[src/rtl/reg_file.sv]
// 32-entry register file with write-back source/destination selection,
// debug read port and saturating write counter. Define RF_BYPASS_EN for write-through reads.
module reg_file #(
    parameter int unsigned WIDTH = 32,
    parameter int unsigned CNT_W = 16
) (
    input  logic             CLK,
    input  logic             RST_n,
    input  logic [4:0]       rs,
    input  logic [4:0]       rt,
    input  logic [4:0]       rd,
    input  logic             RegDst,
    input  logic             RegWre,
    input  logic             DBDataSrc,
    input  logic [WIDTH-1:0] result,
    input  logic [WIDTH-1:0] DataOut,
    input  logic [4:0]       DbgAddr,
    output logic [WIDTH-1:0] ReadData1,
    output logic [WIDTH-1:0] ReadData2,
    output logic [WIDTH-1:0] DbgData,
    output logic [WIDTH-1:0] WriteData,
    output logic [CNT_W-1:0] WrCount
);

    // Register 0 has no storage; its reads are forced to zero below.
    logic [WIDTH-1:0] regs_q [1:31];
    logic [WIDTH-1:0] regs_d [1:31];
    logic [CNT_W-1:0] wr_count_q;
    logic [CNT_W-1:0] wr_count_d;
    logic [4:0]       write_reg;
    logic             wr_en;

    always_comb begin
        write_reg = RegDst ? rd : rt;
        WriteData = DBDataSrc ? DataOut : result;
        wr_en     = RegWre && (write_reg != 5'd0);

        regs_d = regs_q;
        if (wr_en) begin
            regs_d[write_reg] = WriteData;
        end

        wr_count_d = wr_count_q;
        if (wr_en && (wr_count_q != '1)) begin
            wr_count_d = wr_count_q + CNT_W'(1);
        end
    end

    always_ff @(posedge CLK or negedge RST_n) begin
        if (!RST_n) begin
            regs_q     <= '{default: '0};
            wr_count_q <= '0;
        end else begin
            regs_q     <= regs_d;
            wr_count_q <= wr_count_d;
        end
    end

    always_comb begin
        ReadData1 = (rs == 5'd0)      ? '0 : regs_q[rs];
        ReadData2 = (rt == 5'd0)      ? '0 : regs_q[rt];
        DbgData   = (DbgAddr == 5'd0) ? '0 : regs_q[DbgAddr];
`ifdef RF_BYPASS_EN
        // wr_en already excludes register 0, so zero reads stay zero.
        if (wr_en && (rs == write_reg)) begin
            ReadData1 = WriteData;
        end
        if (wr_en && (rt == write_reg)) begin
            ReadData2 = WriteData;
        end
        if (wr_en && (DbgAddr == write_reg)) begin
            DbgData = WriteData;
        end
`else
`endif
    end

    assign WrCount = wr_count_q;

endmodule

[config.mk]
export PLATFORM = sky130hd
export DESIGN_NAME = reg_file
export DESIGN_NICKNAME = d
export VERILOG_FILES = /design/src/rtl/reg_file.sv
export SDC_FILE = /design/constraint.sdc
export NUM_CORES = 2
export LEC_CHECK = 0
export CAP_MARGIN = 15
export CORE_UTILIZATION = 45
export CTS_CLUSTER_DIAMETER = 200
export DETAILED_ROUTE_END_ITERATION = 10
export DONT_BUFFER_PORTS = 1
export RECOVER_POWER = 100
export SLEW_MARGIN = 10
export SYNTH_ARGS = -nofsm -noshare
export SYNTH_HDL_FRONTEND = slang
export SYNTH_SLANG_ARGS = --single-unit
[constraint.sdc]
create_clock -name CLK -period 9.3 [get_ports CLK]
set_input_delay 1.86 -clock CLK [delete_from_list [all_inputs] [get_ports CLK]]
set_output_delay 1.86 -clock CLK [all_outputs]
set_load 0.01 [all_outputs]
---- Yosys cells after proc, flatten, opt, wreduce, memory -nomap -nowiden ----
Cells that the tools add are included.
word-level totals
  output and inout port bits .............. 144
  input port bits ......................... 89
  bits in registers ....................... 1,008
cells by class
  bitwise gates (word level) .............. 4
  multiplexer cells ....................... 17
  order comparisons ....................... 5
  reduce and logical (&&, ||, !) cells .... 7
  eq/ne operators ......................... 1
  $add $sub $neg .......................... 1
operators with widths
  cell                                                                  count
  992-bit bitwise mux                                                   1
  32-bit binary-select mux with 5-bit select                            3
  32-bit 2-to-1 mux                                                     11
  32-bit demux with 5-bit select                                        1
  6-bit greater-or-equal comparator, second input constant              4
  5-bit inverter with 6-bit output                                      4
  16-bit by 1-bit adder with 16-bit output, second input constant       1
  16-bit inequality test, second input constant                         1
  5-bit logical NOT                                                     3
  6-bit by 1-bit < comparator with 1-bit output, second input constant  1
  5-bit 2-to-1 mux                                                      1
  5-bit nonzero test                                                    1
  1-bit logical AND                                                     3

---- Logic depth before layout (Yosys ltp) ----
  word-level depth ........................ 7
  depth in mapped cells ................... 9
  depth with buffers taken out ............ 6

---- Worst setup path after synthesis ----
Ideal clock, no wire load.
  path kind ............................... input to output
  start point ............................. input rt[1]
  end point ............................... output ReadData2[0]
  setup slack ............................. 3.752 ns
  arrival ................................. 3.688 ns
  stages on the path ...................... 6
  cells stage by stage .................... buf_2 -> clkbuf_1 -> clkbuf_1 -> mux4_2 -> mux4_2 -> mux2_2
on the way
  cells in the longest elaborated chain, start to end .. 5
ends and longest elaborated chain
  what                                                    RTL line  source
  start, declared                                         10        input logic [4:0] rt,
  5-bit inverter with 6-bit output (implied by the code)  61        ReadData2 = (rt == 5'd0) ? '0 : regs_q[rt];
  32-bit binary-select mux with 5-bit select              61
  32-bit 2-to-1 mux (implied by the code) (2 in a row)    61
  32-bit 2-to-1 mux *                                     61
  end, declared                                           19        output logic [WIDTH-1:0] ReadData2,
Mark *: on every way between the ends. The rest lies on a longest branch, timed or not. The select of a mux whose other input is x is not followed.

---- Worst setup path after layout ----
  start point ............................. input rt[3]
  end point ............................... register regs_q[492] (netlist bit)
on the way
  cells in the longest elaborated chain, start to end .. 7
ends and longest elaborated chain
  what                                                                                                                             RTL line  source
  5-bit 2-to-1 mux *                                                                                                               34        write_reg = RegDst ? rd : rt;
  5-bit inverter with 6-bit output (implied by the code)                                                                           40        regs_d[write_reg] = WriteData;
  6-bit greater-or-equal comparator (implied by the code) / 6-bit by 1-bit < comparator with 1-bit output (equally long branches)  40
  1-bit logical AND (implied by the code)                                                                                          40
  32-bit 2-to-1 mux (implied by the code)                                                                                          40
  32-bit demux with 5-bit select                                                                                                   40
  992-bit bitwise mux                                                                                                              40
  end signal, assigned                                                                                                             54        regs_q <= regs_d;
  end, declared                                                                                                                    26        logic [WIDTH-1:0] regs_q [1:31];
Mark *: on every way between the ends. The rest lies on a longest branch, timed or not.
A chain may end at the register's enable or synchronous reset.

==> metrics.md <==
| Metric | Value |
|---|---|
| CP Max Fanout | `48` |
| Critical path launch point type | `primary input` |
| Crit share post-route | `0.860` |
| Initial Util | `0.456` |
| Minimum clock period | `8000 ps` |
| Core area | `0.132 mm²` |
| EDFF count, synth | `0` |
| Vias in the first global route | `45900` |
| Grt total ovfl | `0` |
| Synthesis Warnings | `0` |
| Main flop type after synthesis | `dfrtp_1` |
| CTS Hold Bufs | `0` |
| Layout Nets | `5217` |
| Leakage power | `26.5 nW` |
| Average size of a mapped cell | `10.9 µm²` |
| Wire per inst | `32.4 µm` |
| Violated checks | `capacitance limit, slew limit` |
| Routability cong. | `0.889` |
| CTS resizes | `0` |
| Die area | `0.135 mm²` |
| Pwr Density | `254 mW/mm²` |
| Clk sinks | `1008` |
| Routed vias | `47700` |
| Post-Syn Nets | `5629` |
| Crit Path Class | `primary input to register` |
| Netlist cell types | `46` |
| Largest net degree at the start of global routing | `290` |
| Final WL | `226000 µm` |
| Num CTS Buffers | `115` |
| DP HPWL | `123000 µm` |
| CTS tree | `yes` |
| Peak supply drop | `0.174 mV` |
| Status | `finished with violations` |
| Layout Utilization | `0.490` |
| Highest Clock Rate | `0.125 GHz` |
| Die span in y | `368 µm` |
| # H-tree levels | `3` |
| Hold Path Class | `register to register` |
| Drt drc | `0` |
| Final Non-Filler Cells | `6979` |
| I/O pin total | `233` |
| Area delta synth->final | `7.40%` |
| WHS | `515 ps` |
| CP Data Required Time | `9790 ps` |
| Setup TNS | `0 ps` |
| Sequential-to-total area share from yosys stat | `0.418` |
| Setup Skew | `25.3 ps` |
| Buffers on Ports | `0` |
| Endpoints failing hold | `0` |
| Initial DRC count | `5732` |
| Mapped Cells | `5539` |
| DR pass1 iterations | `6` |
| Vias per cell | `6.83` |
| Placed Cells | `6763` |
| CP peak stage delay | `2640 ps` |
| CTS root buf | `clkbuf_16` |
| Max Root-Sink Buffers | `3` |
| RSZ-0062 raised after global routing | `no` |
| Die W | `368 µm` |
| WP data arrival | `8490 ps` |
| Gr usage total | `0.333` |
| Post-route ant nets | `0` |
| Crit. End Element | `register` |
| First-pass GRT wire length | `331000 µm` |
| Netlist Area Pre-Place | `0.0603 mm²` |
| Slew Viols, Final | `3033` |
| CTS clk-pin slew, worst paths | `60 ps` |
| # setup viols final | `0` |
| Seq cells post-synth | `1008` |
| Crit-path cells | `nand2b_1 -> o21ai_0 -> and4b_1 -> clkbuf_1 -> a21oi_1` |
| Clock latency on the worst-skew pair | `760 ps` |
| Post-CTS setup buffers | `0` |
| Max Cap Viol | `70` |
| Worst Tran Pin Value | `4600 ps` |
| Async S/R FF share, synth | `1.00` |
| FP Rows | `133` |
| Ratio of cells with drive above 1 in the final layout | `0.194` |
| Slowest CP cell | `clkbuf_1` |
| Antenna violations before repair | `2` |
| Max-Slew Margin vs Limit | `-2.07` |
==> logic make-up (layout without fill, tap and decap cells) <==
group | Yosys count | in the layout | share of synthesized area
AO/OA/AOI/OAI | 1563 | 1563 | 0.148
XOR/XNOR | 15 | 15 | 0.00218
adder cells (fa/ha/maj) | 1 | 1 | 0.000207
buffers and inverters | 646 | 330 | 0.0462
flip-flops | 1008 | 1008 | 0.418
multiplexers | 1024 | 1024 | 0.301
other | 0 | 1 | 0
AND/OR/NAND/NOR | 1282 | 1282 | 0.0840
==> stage by stage <==
| stage | area (µm²) | setup WS [ps] | total power [mW] |
|---|---|---|---|
| final | 64800 | 1300 | 16.4 |
| after global routing | 64800 | 1400 | 17.2 |
| after CTS | 65300 | 3090 | 16.4 |
| after detailed placement | 61200 | 3090 | 11.4 |
| after global placement | 61100 | 3100 | 11.3 |
| after floorplan | 60300 | 3750 | 10.2 |
==> Yosys cell counts, types with 13 or more instances <==
library cell | count | area, µm²
a21oi_1 | 725 | 3630
a22o_1 | 139 | 1220
a22oi_1 | 85 | 638
and3_1 | 16 | 100
buf_1 | 42 | 158
buf_2 | 246 | 1230
buf_4 | 15 | 113
clkbuf_1 | 306 | 1150
dfrtp_1 | 1008 | 25200
inv_1 | 37 | 139
mux2_2 | 130 | 1460
mux2i_1 | 276 | 2760
mux4_2 | 617 | 13900
nand2_1 | 387 | 1450
nand3_1 | 14 | 70.1
nor2_1 | 798 | 3000
nor2b_1 | 13 | 81.3
nor3_1 | 18 | 90.1
o21ai_0 | 439 | 2200
o221ai_1 | 21 | 184
o22ai_1 | 74 | 463
o31ai_1 | 64 | 480
==> final timing paths <==
kind	from	end	slack, ps	cells after the start
worst min-delay path	regs_q[57]	regs_q[57]	520	2
worst max register to register	WrCount[0]	WrCount[11]	6320	6
max in group asynchronous	RST_n	regs_q[569]	3110	2
worst max-delay path	rt[3]	regs_q[492]	1300	5
min in group asynchronous	RST_n	regs_q[674]	1050	1
worst min register to register	regs_q[57]	regs_q[57]	520	2
==> metal layers <==
metal	GRT usage	wire (µm)
met1	0.468	89000
met4	0.139	10500
met5	0.00499	94
met2	0.479	97800
met3	0.100	28600
==> sequential cells by signal (all words and copies together) (netlist names) <==
signal   count
regs_q     992
WrCount     16
==> layout make-up <==
| cell class | count | area (µm²) |
|---|---|---|
| diodes | 1 | 2.50 |
| repair buffers | 80 | 517 |
| clock buffers | 163 | 3430 |
| flip-flops and latches | 1008 | 25200 |
| multi-input cells | 3885 | 32600 |
| well taps | 1755 | 2200 |
| fillers | 11800 | 67500 |
| inverters | 37 | 139 |
| clock inverters | 50 | 661 |
==> power by group <==
| group | total (mW) | switching, mW | internal [mW] |
|---|---|---|---|
| sequential | 6.96 | 1.30 | 5.66 |
| combinational | 4.51 | 2.05 | 2.46 |
| clock | 4.95 | 2.00 | 2.95 |
| total | 16.4 | 5.34 | 11.1 |
==> critical path, delay by kind of cell <==
kind / cells / cell delay (ps)
buffers and inverters: 1 / 2640
AOI/OAI and AO/OA: 2 / 1550
and+or+nand+nor: 2 / 2320
==> cells in the final DEF (no fill, tap or decap), drive strengths merged, types with 2 or more instances in the layout <==
cell,instances
and2,2
nand3,14
clkinvlp,6
buf,31
o21ai,440
mux4,617
a2111oi,6
nor2,798
mux2i,276
or4b,2
nand2b,7
o221ai,21
and3,16
bufinv,14
nand2,387
a22o,139
o22ai,74
or3b,2
mux2,131
xnor2,3
a21oi,725
a211oi,3
dfrtp,1008
and4b,7
clkinv,28
inv,39
nor2b,13
xor2,12
nand3b,5
nand4,7
a22oi,85
nor3,18
clkbuf,212
a21boi,3
o31ai,64
No activity file was read; power rests on OpenSTA's default activity.
